$ cat src/rtl/pipe_control_unit_if.sv
// pipe_control_unit_if: ID-stage instruction fields in, pipeline control/hazard signals out
//   master: datapath side (drives IF/ID fields and ex_zero, consumes control)
//   slave : pipe_control_unit
interface pipe_control_unit_if #(
    parameter int REG_ADDR_W = 5,
    parameter int ALU_CTRL_W = 3
);
    logic                  instr_valid;
    logic [5:0]            opcode;
    logic [5:0]            func;
    logic [REG_ADDR_W-1:0] rs;
    logic [REG_ADDR_W-1:0] rt;
    logic [REG_ADDR_W-1:0] rd;
    logic                  ex_zero;
    logic                  pc_write;
    logic                  ifid_write;
    logic                  ifid_flush;
    logic [1:0]            pc_sel;
    logic                  illegal_instr;
    logic [ALU_CTRL_W-1:0] ex_alu_operation;
    logic                  ex_alu_src;
    logic [1:0]            fwd_a;
    logic [1:0]            fwd_b;
    logic                  mem_read;
    logic                  mem_write;
    logic                  wb_reg_write;
    logic                  wb_data_src;
    logic [REG_ADDR_W-1:0] wb_wr_addr;

    modport master (
        output instr_valid, opcode, func, rs, rt, rd, ex_zero,
        input  pc_write, ifid_write, ifid_flush, pc_sel, illegal_instr,
               ex_alu_operation, ex_alu_src, fwd_a, fwd_b,
               mem_read, mem_write, wb_reg_write, wb_data_src, wb_wr_addr
    );

    modport slave (
        input  instr_valid, opcode, func, rs, rt, rd, ex_zero,
        output pc_write, ifid_write, ifid_flush, pc_sel, illegal_instr,
               ex_alu_operation, ex_alu_src, fwd_a, fwd_b,
               mem_read, mem_write, wb_reg_write, wb_data_src, wb_wr_addr
    );
endinterface

$ cat src/rtl/pipe_control_unit.sv
// pipe_control_unit: 5-stage pipeline controller (decode, ID/EX-EX/MEM-MEM/WB control, hazards, redirect, forwarding)
//   clk, rst_n : clock, asynchronous active-low reset
//   bus        : pipe_control_unit_if.slave (IF/ID fields, ex_zero in; stall/flush/pc_sel/fwd/stage controls out)
//   PIPE_FORWARD_EN defined: forwarding unit present, only load-use stalls;
//   undefined: fwd_* tied to 00, stall on any EX/MEM producer of a used ID source
module pipe_control_unit #(
    parameter int REG_ADDR_W = 5,
    parameter int ALU_CTRL_W = 3
) (
    input logic               clk,
    input logic               rst_n,
    pipe_control_unit_if.slave bus
);
    localparam logic [5:0] OP_R    = 6'b000000;
    localparam logic [5:0] OP_LW   = 6'b100011;
    localparam logic [5:0] OP_SW   = 6'b101011;
    localparam logic [5:0] OP_ADDI = 6'b001000;
    localparam logic [5:0] OP_ANDI = 6'b001100;
    localparam logic [5:0] OP_ORI  = 6'b001101;
    localparam logic [5:0] OP_SLTI = 6'b001010;
    localparam logic [5:0] OP_BEQ  = 6'b000100;
    localparam logic [5:0] OP_BNE  = 6'b000101;
    localparam logic [5:0] OP_J    = 6'b000010;
    localparam logic [5:0] F_NOP   = 6'b000000;
    localparam logic [5:0] F_ADD   = 6'b100000;
    localparam logic [5:0] F_SUB   = 6'b100010;
    localparam logic [5:0] F_AND   = 6'b100100;
    localparam logic [5:0] F_OR    = 6'b100101;
    localparam logic [5:0] F_SLT   = 6'b101010;
    localparam logic [ALU_CTRL_W-1:0] ALU_AND = ALU_CTRL_W'(3'b000);
    localparam logic [ALU_CTRL_W-1:0] ALU_OR  = ALU_CTRL_W'(3'b001);
    localparam logic [ALU_CTRL_W-1:0] ALU_ADD = ALU_CTRL_W'(3'b010);
    localparam logic [ALU_CTRL_W-1:0] ALU_SUB = ALU_CTRL_W'(3'b110);
    localparam logic [ALU_CTRL_W-1:0] ALU_SLT = ALU_CTRL_W'(3'b111);

    typedef struct packed {
        logic                  reg_write;
        logic                  mem_read;
        logic                  mem_write;
        logic                  wb_alu;
        logic                  alu_src;
        logic                  is_beq;
        logic                  is_bne;
        logic [ALU_CTRL_W-1:0] alu_op;
        logic [REG_ADDR_W-1:0] dest;
`ifdef PIPE_FORWARD_EN
        logic                  use_rs;
        logic                  use_rt;
        logic [REG_ADDR_W-1:0] rs;
        logic [REG_ADDR_W-1:0] rt;
`endif
    } ex_t;

    typedef struct packed {
        logic                  reg_write;
        logic                  mem_read;
        logic                  mem_write;
        logic                  wb_alu;
        logic [REG_ADDR_W-1:0] dest;
    } mem_t;

    typedef struct packed {
        logic                  reg_write;
        logic                  wb_alu;
        logic [REG_ADDR_W-1:0] dest;
    } wb_t;

    ex_t  ex_q, ex_d, dec;
    mem_t mem_q, mem_d;
    wb_t  wb_q, wb_d;

    logic                  r_ok, imm, wr, id_jump, illegal, id_use_rs, id_use_rt;
    logic [ALU_CTRL_W-1:0] r_alu;
    logic [REG_ADDR_W-1:0] dst;
    logic                  uses_ex, uses_mem, br_taken, stall, jump;
    logic [1:0]            fwd_a, fwd_b;

    always_comb begin
        r_ok  = 1'b1;
        r_alu = ALU_ADD;
        case (bus.func)
            F_ADD:   r_alu = ALU_ADD;
            F_SUB:   r_alu = ALU_SUB;
            F_AND:   r_alu = ALU_AND;
            F_OR:    r_alu = ALU_OR;
            F_SLT:   r_alu = ALU_SLT;
            default: r_ok = 1'b0;
        endcase
    end

    // Undecodable and NOP encodings leave the bundle all-zero, i.e. a bubble.
    always_comb begin
        dec       = '0;
        imm       = 1'b0;
        wr        = 1'b0;
        dst       = '0;
        id_jump   = 1'b0;
        illegal   = 1'b0;
        id_use_rs = 1'b0;
        id_use_rt = 1'b0;
        case (bus.opcode)
            OP_R: begin
                if (r_ok) begin
                    dec.alu_op = r_alu;
                    dec.wb_alu = 1'b1;
                    id_use_rs  = 1'b1;
                    id_use_rt  = 1'b1;
                    wr         = 1'b1;
                    dst        = bus.rd;
                end else begin
                    illegal = bus.func != F_NOP;
                end
            end
            OP_LW: begin
                dec.alu_op   = ALU_ADD;
                dec.alu_src  = 1'b1;
                dec.mem_read = 1'b1;
                id_use_rs    = 1'b1;
                wr           = 1'b1;
                dst          = bus.rt;
            end
            OP_SW: begin
                dec.alu_op    = ALU_ADD;
                dec.alu_src   = 1'b1;
                dec.mem_write = 1'b1;
                id_use_rs     = 1'b1;
                id_use_rt     = 1'b1;
            end
            OP_ADDI: begin dec.alu_op = ALU_ADD; imm = 1'b1; end
            OP_ANDI: begin dec.alu_op = ALU_AND; imm = 1'b1; end
            OP_ORI:  begin dec.alu_op = ALU_OR;  imm = 1'b1; end
            OP_SLTI: begin dec.alu_op = ALU_SLT; imm = 1'b1; end
            OP_BEQ: begin
                dec.alu_op = ALU_SUB;
                dec.is_beq = 1'b1;
                id_use_rs  = 1'b1;
                id_use_rt  = 1'b1;
            end
            OP_BNE: begin
                dec.alu_op = ALU_SUB;
                dec.is_bne = 1'b1;
                id_use_rs  = 1'b1;
                id_use_rt  = 1'b1;
            end
            OP_J:    id_jump = 1'b1;
            default: illegal = 1'b1;
        endcase
        if (imm) begin
            dec.alu_src = 1'b1;
            dec.wb_alu  = 1'b1;
            id_use_rs   = 1'b1;
            wr          = 1'b1;
            dst         = bus.rt;
        end
        dec.dest      = wr ? dst : '0;
        dec.reg_write = wr && dst != '0;
        if (!bus.instr_valid) begin
            dec       = '0;
            id_jump   = 1'b0;
            illegal   = 1'b0;
            id_use_rs = 1'b0;
            id_use_rt = 1'b0;
        end
`ifdef PIPE_FORWARD_EN
        dec.use_rs = id_use_rs;
        dec.use_rt = id_use_rt;
        dec.rs     = bus.rs;
        dec.rt     = bus.rt;
`endif
    end

    assign uses_ex  = (id_use_rs && bus.rs == ex_q.dest) || (id_use_rt && bus.rt == ex_q.dest);
    assign uses_mem = (id_use_rs && bus.rs == mem_q.dest) || (id_use_rt && bus.rt == mem_q.dest);
    assign br_taken = (ex_q.is_beq && bus.ex_zero) || (ex_q.is_bne && !bus.ex_zero);

`ifdef PIPE_FORWARD_EN
    // lw dest is checked directly: a load to $0 has reg_write cleared but still reads memory.
    assign stall = ex_q.mem_read && ex_q.dest != '0 && uses_ex;
    // MEM-stage producer is newer than WB-stage, so it wins; reg_write already implies dest != 0.
    always_comb begin
        fwd_a = 2'b00;
        fwd_b = 2'b00;
        if (ex_q.use_rs)
            fwd_a = (mem_q.reg_write && mem_q.dest == ex_q.rs) ? 2'b10 :
                    (wb_q.reg_write && wb_q.dest == ex_q.rs)   ? 2'b01 : 2'b00;
        if (ex_q.use_rt)
            fwd_b = (mem_q.reg_write && mem_q.dest == ex_q.rt) ? 2'b10 :
                    (wb_q.reg_write && wb_q.dest == ex_q.rt)   ? 2'b01 : 2'b00;
    end
`else
    assign stall = (ex_q.reg_write && uses_ex) || (mem_q.reg_write && uses_mem);
    assign fwd_a = 2'b00;
    assign fwd_b = 2'b00;
`endif

    assign jump = id_jump && !br_taken && !stall;

    // A taken branch squashes the stalled ID instruction, so the stall is moot.
    assign ex_d  = (br_taken || stall) ? '0 : dec;
    assign mem_d = '{reg_write: ex_q.reg_write, mem_read: ex_q.mem_read, mem_write: ex_q.mem_write,
                     wb_alu: ex_q.wb_alu, dest: ex_q.dest};
    assign wb_d  = '{reg_write: mem_q.reg_write, wb_alu: mem_q.wb_alu, dest: mem_q.dest};

    always_ff @(posedge clk or negedge rst_n) begin
        if (!rst_n) begin
            ex_q  <= '0;
            mem_q <= '0;
            wb_q  <= '0;
        end else begin
            ex_q  <= ex_d;
            mem_q <= mem_d;
            wb_q  <= wb_d;
        end
    end

    assign bus.pc_write         = br_taken || !stall;
    assign bus.ifid_write       = br_taken || !stall;
    assign bus.ifid_flush       = br_taken || jump;
    assign bus.pc_sel           = br_taken ? 2'b01 : jump ? 2'b10 : 2'b00;
    assign bus.illegal_instr    = illegal;
    assign bus.ex_alu_operation = ex_q.alu_op;
    assign bus.ex_alu_src       = ex_q.alu_src;
    assign bus.fwd_a            = fwd_a;
    assign bus.fwd_b            = fwd_b;
    assign bus.mem_read         = mem_q.mem_read;
    assign bus.mem_write        = mem_q.mem_write;
    assign bus.wb_reg_write     = wb_q.reg_write;
    assign bus.wb_data_src      = wb_q.wb_alu;
    assign bus.wb_wr_addr       = wb_q.dest;
endmodule

$ cat src/flat_wrapper.sv
// flat-port wrapper written by rule: the top's interface ports become plain ports
module pipe_control_unit_flat 
#(
    parameter int REG_ADDR_W = 5,
    parameter int ALU_CTRL_W = 3
)
  (clk, rst_n, bus_instr_valid, bus_opcode, bus_func, bus_rs, bus_rt, bus_rd, bus_ex_zero, bus_pc_write, bus_ifid_write, bus_ifid_flush, bus_pc_sel, bus_illegal_instr, bus_ex_alu_operation, bus_ex_alu_src, bus_fwd_a, bus_fwd_b, bus_mem_read, bus_mem_write, bus_wb_reg_write, bus_wb_data_src, bus_wb_wr_addr);
  pipe_control_unit_if #(.REG_ADDR_W(REG_ADDR_W), .ALU_CTRL_W(ALU_CTRL_W)) bus_i ();
  input logic clk;
  input logic rst_n;
  input wire logic [$bits(bus_i.instr_valid)-1:0] bus_instr_valid;
  input wire logic [$bits(bus_i.opcode)-1:0] bus_opcode;
  input wire logic [$bits(bus_i.func)-1:0] bus_func;
  input wire logic [$bits(bus_i.rs)-1:0] bus_rs;
  input wire logic [$bits(bus_i.rt)-1:0] bus_rt;
  input wire logic [$bits(bus_i.rd)-1:0] bus_rd;
  input wire logic [$bits(bus_i.ex_zero)-1:0] bus_ex_zero;
  output wire logic [$bits(bus_i.pc_write)-1:0] bus_pc_write;
  output wire logic [$bits(bus_i.ifid_write)-1:0] bus_ifid_write;
  output wire logic [$bits(bus_i.ifid_flush)-1:0] bus_ifid_flush;
  output wire logic [$bits(bus_i.pc_sel)-1:0] bus_pc_sel;
  output wire logic [$bits(bus_i.illegal_instr)-1:0] bus_illegal_instr;
  output wire logic [$bits(bus_i.ex_alu_operation)-1:0] bus_ex_alu_operation;
  output wire logic [$bits(bus_i.ex_alu_src)-1:0] bus_ex_alu_src;
  output wire logic [$bits(bus_i.fwd_a)-1:0] bus_fwd_a;
  output wire logic [$bits(bus_i.fwd_b)-1:0] bus_fwd_b;
  output wire logic [$bits(bus_i.mem_read)-1:0] bus_mem_read;
  output wire logic [$bits(bus_i.mem_write)-1:0] bus_mem_write;
  output wire logic [$bits(bus_i.wb_reg_write)-1:0] bus_wb_reg_write;
  output wire logic [$bits(bus_i.wb_data_src)-1:0] bus_wb_data_src;
  output wire logic [$bits(bus_i.wb_wr_addr)-1:0] bus_wb_wr_addr;
  assign bus_i.instr_valid = bus_instr_valid;
  assign bus_i.opcode = bus_opcode;
  assign bus_i.func = bus_func;
  assign bus_i.rs = bus_rs;
  assign bus_i.rt = bus_rt;
  assign bus_i.rd = bus_rd;
  assign bus_i.ex_zero = bus_ex_zero;
  assign bus_pc_write = bus_i.pc_write;
  assign bus_ifid_write = bus_i.ifid_write;
  assign bus_ifid_flush = bus_i.ifid_flush;
  assign bus_pc_sel = bus_i.pc_sel;
  assign bus_illegal_instr = bus_i.illegal_instr;
  assign bus_ex_alu_operation = bus_i.ex_alu_operation;
  assign bus_ex_alu_src = bus_i.ex_alu_src;
  assign bus_fwd_a = bus_i.fwd_a;
  assign bus_fwd_b = bus_i.fwd_b;
  assign bus_mem_read = bus_i.mem_read;
  assign bus_mem_write = bus_i.mem_write;
  assign bus_wb_reg_write = bus_i.wb_reg_write;
  assign bus_wb_data_src = bus_i.wb_data_src;
  assign bus_wb_wr_addr = bus_i.wb_wr_addr;
  pipe_control_unit #(.REG_ADDR_W(REG_ADDR_W), .ALU_CTRL_W(ALU_CTRL_W)) u_core (.clk(clk), .rst_n(rst_n), .bus(bus_i));
endmodule
$ cat config.mk
export PLATFORM = sky130hd
export DESIGN_NAME = pipe_control_unit_flat
export DESIGN_NICKNAME = d
export VERILOG_FILES = /design/src/rtl/pipe_control_unit_if.sv /design/src/rtl/pipe_control_unit.sv /design/src/flat_wrapper.sv
export SDC_FILE = /design/constraint.sdc
export NUM_CORES = 1
export LEC_CHECK = 0
export CELL_PAD_IN_SITES_DETAIL_PLACEMENT = 2
export CELL_PAD_IN_SITES_GLOBAL_PLACEMENT = 2
export CORE_AREA = 5 5 85 87
export CTS_CLUSTER_DIAMETER = 80
export DETAILED_ROUTE_END_ITERATION = 6
export DIE_AREA = 0 0 90 92
export GPL_TIMING_DRIVEN = 0
export HOLD_SLACK_MARGIN = 0.03
export PLACE_DENSITY_LB_ADDON = 0.1
export SKIP_LAST_GASP = 1
export SYNTH_ARGS = -nofsm -noshare
export SYNTH_HDL_FRONTEND = slang
export SYNTH_SLANG_ARGS = --single-unit
$ cat constraint.sdc
create_clock -name clk -period 2.3 [get_ports clk]
set_input_delay 0.23 -clock clk [delete_from_list [all_inputs] [get_ports clk]]
set_output_delay 0.23 -clock clk [all_outputs]
set_load 0.005 [all_outputs]
Word-level counts from Yosys, hierarchy flattened
Index checks and enable logic that the tools add are counted.
Storage, ports and cells
  register bits: 31
  word-level logic and storage cells: 100
  input port bits: 31
  output and inout port bits: 23
Operators by class
  reductions and logical operators: 32
  mux-type cells: 33
  equality and inequality tests: 18
Operators with widths (number)
  6-bit == test, second input constant: 7
  15-bit 2-to-1 mux: 2
  6-bit by 4-bit == test with 1-bit output, second input constant: 4
  5-bit == test: 4
  1-bit 2-to-1 mux: 17
  5-bit 2-to-1 mux: 3
  3-bit case mux with 5 select lines: 1
  6-bit by 3-bit == test with 1-bit output, second input constant: 2
  3-bit case mux with 4 select lines: 1
  1-bit logical AND: 11
  5-bit case mux with 2 select lines: 1
  9-bit OR reduction: 1
  1-bit case mux with 2 select lines: 4
  4-bit OR reduction: 2
  1-bit logical OR: 7
  6-bit by 2-bit == test with 1-bit output, second input constant: 1
  6-bit zero test: 1
  2-bit 2-to-1 mux: 3
  6-bit nonzero test: 1
  3-bit OR reduction: 2
  5-bit nonzero test: 1
  5-bit OR reduction: 1
  2-bit OR reduction: 2
  1-bit zero test: 3
  3-bit 2-to-1 mux: 1

Logic depth before layout (Yosys ltp)
Gate-level depths: netlist (run 1).
  depth in word-level cells: 15
  depth in mapped cells: 8
  gate-level depth less buffers: 5

Least setup slack after synthesis (run 1)
Ideal clock, no wire load.
  path kind: input to output
  start: input bus_opcode[2]
  end: output bus_pc_write
  slack: 428 ps
  data required time: 2070 ps
  arrival time: 1642 ps
  buffers on the path: 3
  cell stages on the path: 8
  path through: buf_4 or3b_1 a2bb2oi_1 o22ai_1 a22o_4 buf_6 nand3_1 buf_4
On the way
  word-level cells in the longest chain between the ends: 11
  elaborated cells on any way between the ends: 29
RTL lines
  start: declaration: line flat_wrapper.sv:12  | input wire logic [$bits(bus_i.opcode)-1:0] bus_opcode;
  6-bit == test (tied with other cells): line pipe_control_unit.sv:101  | case (bus.opcode)
  4-bit OR reduction (no source line)
  1-bit case mux with 2 select lines / 1-bit 2-to-1 mux (equally long branches): line pipe_control_unit.sv:101
  1-bit 2-to-1 mux: line pipe_control_unit.sv:148  | if (imm) begin
  1-bit 2-to-1 mux: line pipe_control_unit.sv:157  | if (!bus.instr_valid) begin
  1-bit logical AND, on equally long branches: line pipe_control_unit.sv:172, pipe_control_unit.sv:173
  1-bit logical OR, on equally long branches: line pipe_control_unit.sv:172, pipe_control_unit.sv:173
  1-bit logical AND: line pipe_control_unit.sv:191  | assign stall = (ex_q.reg_write && uses_ex) || (mem_q.reg_write && uses_mem);
  1-bit logical OR (*): line pipe_control_unit.sv:191
  1-bit zero test (*)
  1-bit logical OR (*)
  end: declaration: line flat_wrapper.sv:18  | output wire logic [$bits(bus_i.pc_write)-1:0] bus_pc_write;
Mark *: on every way between the ends. The rest lies on a longest branch, timed or not.

Worst setup path in the final report (run 1)
  start: input bus_opcode[1]
  end: output bus_ifid_write
On the way
  word-level cells in the longest chain between the ends: 11
  elaborated cells on any way between the ends: 29
RTL lines
  6-bit == test (tied with other cells): line pipe_control_unit.sv:101
  4-bit OR reduction (no source line)
  1-bit case mux with 2 select lines / 1-bit 2-to-1 mux (equally long branches): line pipe_control_unit.sv:101
  1-bit 2-to-1 mux: line pipe_control_unit.sv:148
  1-bit 2-to-1 mux: line pipe_control_unit.sv:157
  1-bit logical AND, on equally long branches: line pipe_control_unit.sv:172, pipe_control_unit.sv:173
  1-bit logical OR, on equally long branches: line pipe_control_unit.sv:172, pipe_control_unit.sv:173
  1-bit logical AND: line pipe_control_unit.sv:191
  1-bit logical OR (*): line pipe_control_unit.sv:191
  1-bit zero test (*): line pipe_control_unit.sv:217  | assign bus.ifid_write = br_taken || !stall;
  1-bit logical OR (*): line pipe_control_unit.sv:217
  end: declaration: line flat_wrapper.sv:19  | output wire logic [$bits(bus_i.ifid_write)-1:0] bus_ifid_write;
Marked as above.

==> results of run 1 <==
==> state kept, by name, indices dropped and copies added (netlist names) <==
register	count
u_core.bus.mem_read	1
u_core.bus.wb_reg_write	1
u_core.bus.ex_alu_src	1
u_core.bus.ex_alu_operation	3
u_core.bus.mem_write	1
u_core.mem_q	7
u_core.bus.wb_wr_addr	5
u_core.bus.wb_data_src	1
u_core.ex_q	11
==> metrics by stage <==
stage / std cells / hold WS [ns] / instance area, um^2
2_1_floorplan: 167 / -0.0656 / 1740
3_3_place_gp: 290 / 0.332 / 2300
3_5_place_dp: 290 / 0.337 / 2300
4_1_cts: 307 / 0.264 / 2570
5_1_grt: 308 / 0.0374 / 2620
6_report: 308 / -0.0122 / 2620
==> worst max-delay path: stages <==
cell and delay [ns]:
sky130_fd_sc_hd__dlygate4sd2_1 0.26, sky130_fd_sc_hd__buf_6 0.13, sky130_fd_sc_hd__and4b_4 0.23, sky130_fd_sc_hd__o31ai_4 0.26, sky130_fd_sc_hd__o21ai_2 0.10, sky130_fd_sc_hd__a22o_4 0.24
sky130_fd_sc_hd__nand3_2 0.08, sky130_fd_sc_hd__clkdlybuf4s50_1 0.51
==> area by class of cell <==
cell class | instances | area share (%)
Buffer | 16 | 4.54
Clock inverter | 3 | 1.67
Clock buffer | 5 | 2.63
Inverter | 4 | 0.574
Tap cell | 77 | 3.68
Multi-Input combinational cell | 115 | 37.0
Timing Repair Buffer | 57 | 20.2
Sequential cell | 31 | 29.7
==> power groups by stage <==
stage / clock network (mW) / logic [mW] / registers (mW)
after detailed placement: 0 / 0.194 / 0.568
after floorplan: 0 / 0.0896 / 0.567
after global placement: 0 / 0.189 / 0.567
final: 0.536 / 0.215 / 0.558
after global routing: 0.580 / 0.234 / 0.558
after CTS: 0.552 / 0.210 / 0.558
==> layout by cell type (no fill, tap or decap), types with 8 or more instances in the layout <==
cell type,count
sky130_fd_sc_hd__dfrtp_1,30
sky130_fd_sc_hd__nor3_2,9
sky130_fd_sc_hd__nor2_1,8
sky130_fd_sc_hd__buf_4,21
sky130_fd_sc_hd__dlygate4sd2_1,13
sky130_fd_sc_hd__clkdlybuf4s50_1,29
sky130_fd_sc_hd__nand2_1,9
sky130_fd_sc_hd__xnor2_1,15
==> timing repair <==
action                                  4_1_cts  5_1_grt
hold buffers                                  0        0
endpoints found under the setup margin        5        2
setup buffers                                10        1
gates resized for setup                      34       10
pin swaps                                    10        7
==> kinds of logic (layout without fill, tap and decap cells) <==
family / count (synthesis) / after routing
AND/OR/NAND/NOR: 63 / 63
flip-flops: 31 / 31
AO/OA/AOI/OAI: 25 / 25
buffers and inverters: 21 / 85
XOR/XNOR: 20 / 20
multiplexers: 3 / 3
other: 1 / 4
==> worst min-delay path by stage <==
stage                     cells after the start                 startpoint                                        to  slack, ns
after detailed placement                      0  u_core.mem_q[5]$_DFF_PN0_          u_core.bus.wb_data_src$_DFF_PN0_       0.34
after global routing                          1                      rst_n          u_core.bus.wb_data_src$_DFF_PN0_       0.04
after CTS                                     2              bus_opcode[4]                 u_core.ex_q[13]$_DFF_PN0_       0.26
final                                         1                      rst_n                 u_core.ex_q[11]$_DFF_PN0_      -0.01
after global placement                        0  u_core.mem_q[5]$_DFF_PN0_          u_core.bus.wb_data_src$_DFF_PN0_       0.33
after floorplan                               0                      rst_n  u_core.bus.ex_alu_operation[0]$_DFF_PN0_      -0.07
==> layer usage <==
layer  global-route usage, %  share of wire [%]  vias to the layer above
li1                        -                  -                      704
met1                    15.4                 41                      763
met2                    24.9                 53                       45
met3                    2.86                3.3                       10
met4                    6.95                2.2                        0
met5                       0                  0                        -
==> impl_results.md, run 1 <==
* Die footprint at 0.00828 mm^2
* Pins over their slew limit at 0
* Unrepaired setup endpoints after global routing: yes
* Transition time of the tightest slew-check pin at 0.722 ns
* Final worst path period need at between 2 and 2.5 ns
* Highest Clock Rate at 442 MHz
* Overall power after layout at 1.31 mW
* Clock net sink count at 31
* Predominant post-synthesis flop cell: sky130_fd_sc_hd__dfrtp_1
* Clock tree from TritonCTS: yes
* WP data arrival at 2.03 ns
* Total wire length at about 5500 um
* Ranking of synthesized cells by instance count: sky130_fd_sc_hd__dfrtp_1, sky130_fd_sc_hd__xnor2_1, sky130_fd_sc_hd__buf_4, sky130_fd_sc_hd__nand2_1
* Final setup TNS at 0 ns
* Height of the die at 92 um
* Synthesis-to-layout area growth at 51.0%
* Placement-stage worst setup slack at -0.578 ns
* H-Tree Depth at 2
* Core footprint at between 0.006 and 0.007 mm^2
* Number of nets still failing antenna checks after routing at 0
* Start-to-end type of the worst setup path: in -> out
* Clock latency on the worst-skew pair at about 0.28 ns
* Drt first-iter violations at 50
* Most numerous cell in the Yosys netlist: sky130_fd_sc_hd__dfrtp_1
* Worst min-delay path category: in -> async
* Via count at 1,522
* Post-synthesis sequential area ratio at 44.8%
* Main area contributors after synthesis: sky130_fd_sc_hd__dfrtp_1, sky130_fd_sc_hd__xnor2_1, sky130_fd_sc_hd__buf_4, sky130_fd_sc_hd__nor3_2, sky130_fd_sc_hd__nand2_1
* Launch point of the worst reg-to-reg path: u_core.mem_q[3]$_DFF_PN0_
* Proportion of total power due to net switching at 25.0%
* Final setup vio count at 0
* Initial cell density of the core at 27.6%
* Number of synthesized flops with an enable pin at 0
* Last element of the critical path: bus_ifid_write
* Yosys warning count at 0
* Number of standard cells after synthesis at 164
* Setup slack after layout at roughly 0.036 ns
* Via count of the first global-routing pass at 1,803
* First-pass iteration count of the detailed router at 4
* Avg Vias per Cell at 4.94
* Number of filler cells placed in the layout at 661
* Portion of synthesized cell area occupied by the leading cell type at 44.8%
* Number of top-level pins at 54
* Detailed-route wire length per cell at 17.8 um
* Cell-internal power at 0.983 mW
* XOR/XNOR share of the synthesized area at around a tenth
* NumNets Final at 261
* Largest family of logic cells by synthesized area: simple AND/OR/NAND/NOR gates
* Fraction of power consumed by combinational cells at 16.4%
* Clk pin slew, worst setup/hold paths at 0.07 ns
* Area occupied by multi-input gates at 967 um^2
* Cell taking the most area after synthesis: sky130_fd_sc_hd__dfrtp_1
* Port bufs at 46
* Data required time of the critical path at 2.07 ns
* Count of unresolved DRC violations after routing at 0
* Clock Tree Root: sky130_fd_sc_hd__clkbuf_8
* Post-route core utilization at 41.7%
* Hold violation count in the final report at 22
* Diodes inserted at 0
* Relative max-transition margin at 51.8%
* Post-synthesis share of cell area spent on full adders, half adders and majority gates at 0%
* Number of buffers inserted during clock tree synthesis at 5
* Count of max-cap constraint violations at 0
* Outcome: finished, violations left
* Worst Hold Slack at -0.0122 ns
* Synthesized-area fraction occupied by and/or/nand/nor cells at 23.5%
* Relative contribution of the clock network to total power at about two fifths
* Storage element area at 777 um^2
* Internal reg-to-reg setup slack at around 0.38 ns
* Overall global routing resource usage at 13.8%
* Kind of capture point of the worst setup path: output pin
* First-pass GRT wire length at 9200 um
* Overall die width at 90 um
* Total number of placement rows at 29
* Share of the synthesized area in compound gates (AO/OA/AOI/OAI) at 12.0%
* Crit path from: bus_opcode[1]
* Net load switching power at ~0.33 mW
* Path depth of the worst reg2reg path at 7
* Final setup skew at 0.00757 ns
* Async set-or-reset flop fraction in the synthesized netlist at 100%
* Leakage at 1.11 nW
* Area of the mapped netlist at about 0.0017 mm^2
* Total overflow reported by the global router at 0
* Post-synth cell types at 44
* Share of cells above drive strength 1 at ~30%
* Post-synthesis register bit count at 31
* Post-synthesis mux area share at 1.73%
* Fraction of the cycle the final worst path needs at 98.4%
* Maximum number of pins on one net before global-route repair at 32
* Post-DP HPWL at 4110 um
* Pwr Density at 501 mW/mm^2
* Element type at the critical path start: primary input
* Post-synthesis average cell area at 10.6 um^2
* Sequential Power Share at a little over two fifths
* Initial antenna violation count at 0
* Largest buffer count on any clock path at 2
* Top fanout value on the critical path at 4
* Endpoint of the most critical register-to-register path: u_core.ex_q[8]$_DFF_PN0_
* Placer Congestion at 0.760
* Violations in the final reports: negative hold slack
* Maximum vdd ir drop at 273 uV
Note: power is estimated with default switching activity, not from simulation.
==> run 2, diff against run 1 <==
--- a/config.mk
+++ b/config.mk
@@ -5,6 +5,7 @@
 export SDC_FILE = /design/constraint.sdc
 export NUM_CORES = 1
 export LEC_CHECK = 0
+export CAP_MARGIN = 25
 export CELL_PAD_IN_SITES_DETAIL_PLACEMENT = 2
 export CELL_PAD_IN_SITES_GLOBAL_PLACEMENT = 2
 export CORE_AREA = 5 5 85 87
==> run 2 against run 1 <==
The run now ends clean. Non-clock buffer count increased by 4. Die area unchanged. Sequential share of layout area decreased by 0.23 points. Cell area increased by 0.62%. Worst setup slack improved by 0.062 ns. Largest cell class unchanged. Maximum frequency is 2.8% higher.
==> impl_results.md, run 2 (synthesis gave the netlist of run 1 again) <==
* Outcome: finished, final reports clean (was finished, violations left)
* Via count at 1,512 (was 1,522)
* Clock latency on the worst-skew pair at 0.27 ns (was 0.28 ns)
* Highest Clock Rate at 454 MHz (was 442 MHz)
* Overall global routing resource usage at 13.3% (was 13.8%)
* Drt first-iter violations at 39 (was 50)
* Maximum vdd ir drop at 220 uV (was 273 uV)
* Final worst path period need at 2.20 ns (was 2.26 ns)
* Kind of capture point of the worst setup path: output pin (unchanged)
* Overall die width at 90 um (unchanged)
* Most frequent cells in the layout: sky130_fd_sc_hd__clkdlybuf4s50_1, sky130_fd_sc_hd__dfrtp_1, sky130_fd_sc_hd__buf_4, sky130_fd_sc_hd__xnor2_1, sky130_fd_sc_hd__nand2_1 (was sky130_fd_sc_hd__dfrtp_1, sky130_fd_sc_hd__clkdlybuf4s50_1, sky130_fd_sc_hd__buf_4, sky130_fd_sc_hd__xnor2_1, sky130_fd_sc_hd__dlygate4sd2_1)
* Clock net sink count at 31 (unchanged)
* Finished Layout Cells at 312 (was 308)
* Count of max-cap constraint violations at 0 (unchanged)
* Maximum number of pins on one net before global-route repair at 21 (was 32)
* Endpoint of the most critical register-to-register path: u_core.ex_q[8]$_DFF_PN0_ (unchanged)
* Number of filler cells placed in the layout at 653 (was 661)
* Transition time of the tightest slew-check pin at 0.684 ns (was 0.722 ns)
* Data required time of the critical path at 2.07 ns (about the same)
* Setup slack after layout at 0.0987 ns (was 0.0363 ns)
* Clock tree from TritonCTS: yes (unchanged)
* Proportion of total power due to net switching at 22.7% (was 25.0%)
* Count of unresolved DRC violations after routing at 0 (unchanged)
* Initial antenna violation count at 0 (unchanged)
* Die footprint at 0.00828 mm^2 (unchanged)
* Synthesis-to-layout area growth at 51.9% (was 51.0%)
* Top fanout value on the critical path at 4 (unchanged)
* Avg Vias per Cell at 4.85 (was 4.94)
* Placer Congestion at 0.760 (unchanged)
* Detailed-route wire length per cell at 17.2 um (was 17.8 um)
* Worst min-delay path category: in -> reg (was in -> async)
* Path depth of the worst reg2reg path at 7 (unchanged)
* Hold violation count in the final report at 0 (was 22)
* Number of top-level pins at 54 (unchanged)
* Element type at the critical path start: primary input (unchanged)
* Total overflow reported by the global router at 0 (unchanged)
* Most frequent standard cell in the layout excluding fill and tap cells: sky130_fd_sc_hd__clkdlybuf4s50_1 (was sky130_fd_sc_hd__dfrtp_1)
* Start-to-end type of the worst setup path: in -> out (unchanged)
* Fraction of the cycle the final worst path needs at 95.7% (was 98.4%)
* Initial cell density of the core at 27.6% (unchanged)
* First-pass iteration count of the detailed router at 4 (unchanged)
* Worst Hold Path EP: u_core.ex_q[13]$_DFF_PN0_
* Worst Hold Slack at 0.281 ns (was -0.0122 ns)
* Cell depth of the worst hold path at 2
* Port bufs at 46 (unchanged)
* Flip-flop count of the largest register after layout at 11 (unchanged)
* Pins over their slew limit at 0 (unchanged)
* Reg with most FFs: u_core.ex_q (unchanged)
* Cell count after placement at 291 (was 290)
* Net load switching power at 0.300 mW (was 0.327 mW)
* Number of buffers inserted during clock tree synthesis at 5 (unchanged)
* Launch point of the worst reg-to-reg path: u_core.ex_q[0]$_DFF_PN0_ (was u_core.mem_q[3]$_DFF_PN0_)
* Placement-stage worst setup slack at -0.575 ns (was -0.578 ns)
* Number of nets still failing antenna checks after routing at 0 (unchanged)
* H-Tree Depth at 2 (unchanged)
* Via count of the first global-routing pass at 1,780 (was 1,803)
* Pwr Density at 501 mW/mm^2 (about the same)
* Post-DP HPWL at 4110 um (about the same)
* WP data arrival at 1.97 ns (was 2.03 ns)
* Fraction of power consumed by combinational cells at 16.8% (was 16.4%)
* Startpoint of the lowest-slack hold path: bus_opcode[4]
* Clk pin slew, worst setup/hold paths at 0.07 ns (about the same)
* Final setup vio count at 0 (unchanged)
* Sequential Power Share at 42.3% (was 42.6%)
* Diodes inserted at 0 (unchanged)
* Leakage at 1.14 nW (was 1.11 nW)
* Share of cells above drive strength 1 at 27.2% (was 29.9%)
* Final setup skew at 0.00590 ns (was 0.00757 ns)
* Clock Tree Root: sky130_fd_sc_hd__clkbuf_8 (unchanged)
* Height of the die at 92 um (unchanged)
* Internal reg-to-reg setup slack at 0.43 ns (was 0.38 ns)
* NumNets Final at 265 (was 261)
* Total number of placement rows at 29 (unchanged)
* Total wire length at 5370 um (was 5490 um)
* Largest buffer count on any clock path at 2 (unchanged)
* Relative contribution of the clock network to total power at 41.0% (about the same)
* Core footprint at 0.00628 mm^2 (unchanged)
* First-pass GRT wire length at 9050 um (was 9200 um)
* Cell-internal power at 1.02 mW (was 0.983 mW)
* Relative max-transition margin at 54.4% (was 51.8%)
## run 2: cell count changes in the layout (fill, tap and decap cells not counted), sizes merged
cell / delta
buf: +4
clkdlybuf4s50: +6
clkinv: -1
dlygate4sd2: -8
dlymetal6s2s: +3
## run 2: repair_timing
action                     in CTS  in global routing
cloned                          0                  0
setup buffers                  10                  4
hold endpoints to repair        0                  0
setup endpoints to repair       5                  4
pin swaps                       6                  3
gates resized for setup        19                 12
hold buffers                    0                  0
## run 2: critical path: stages
cell                              delay (ns)
sky130_fd_sc_hd__clkdlybuf4s50_1        0.58
sky130_fd_sc_hd__xnor2_1                0.15
sky130_fd_sc_hd__nand4_1                0.14
sky130_fd_sc_hd__o22ai_2                0.22
sky130_fd_sc_hd__a22o_4                 0.16
sky130_fd_sc_hd__nand3_1                0.10
sky130_fd_sc_hd__buf_4                  0.15
sky130_fd_sc_hd__dlygate4sd2_1          0.25
## run 2: how the worst max path moves through the flow
stage                  start            to  slack, ns  cells past startpoint
3_3_place_gp   bus_opcode[0]  bus_pc_write      -0.53                     10
5_1_grt          bus_func[4]  bus_pc_write      -0.01                      8
6_report           bus_rt[2]  bus_pc_write        0.1                      8
3_5_place_dp   bus_opcode[3]  bus_pc_write      -0.58                     10
2_1_floorplan  bus_opcode[2]  bus_pc_write       0.43                      8
4_1_cts          bus_func[5]  bus_pc_write      -0.05                      8
## run 2: per-layer routing
| metal | global-route usage (%) | vias up | part of all wire, % |
|---|---|---|---|
| li1 | - | 714 | - |
| met1 | 15.4 | 755 | 41 |
| met2 | 24.8 | 37 | 55 |
| met3 | 1.80 | 6 | 3.2 |
| met4 | 5.33 | 0 | 1.1 |
| met5 | 0 | - | 0 |
## run 2: power groups by stage
stage          Combinational [mW]  Clock (mW)  Sequential (mW)
6_report                    0.221       0.541            0.558
5_1_grt                     0.243       0.587            0.558
4_1_cts                     0.215       0.568            0.558
2_1_floorplan              0.0896           0            0.567
3_3_place_gp                0.189           0            0.567
3_5_place_dp                0.200           0            0.568
## run 2: layout make-up
| class | count | area, um^2 | area share [%] |
|---|---|---|---|
| multi-input combinational | 115 | 903 | 34.3 |
| clock buffer | 6 | 82.6 | 3.14 |
| sequential | 31 | 776 | 29.5 |
| buffer | 16 | 123 | 4.66 |
| clock inverter | 2 | 35.0 | 1.33 |
| inverter | 4 | 15.0 | 0.570 |
| tap | 77 | 96.3 | 3.66 |
| timing repair buffer | 61 | 602 | 22.9 |
## run 2: per-stage QoR
step                util (%)  area [um^2]  TNS [ns]  power, mW
global route            41.9         2630   -0.0144       1.39
finish                  41.9         2630         0       1.32
floorplan                  -         1740         0      0.657
global placement        36.7         2300     -1.10      0.756
detailed placement      37.1         2330     -1.23      0.768
CTS                     40.8         2560   -0.0481       1.34
==> run 3, diff against run 2 <==
--- a/config.mk
+++ b/config.mk
@@ -5,6 +5,7 @@
 export SDC_FILE = /design/constraint.sdc
 export NUM_CORES = 1
 export LEC_CHECK = 0
+export ABC_CLOCK_PERIOD_IN_PS = 2300
 export CAP_MARGIN = 25
 export CELL_PAD_IN_SITES_DETAIL_PLACEMENT = 2
 export CELL_PAD_IN_SITES_GLOBAL_PLACEMENT = 2
==> results of run 3 <==
No change in the layout: final DEF, timing and power equal those of run 2.
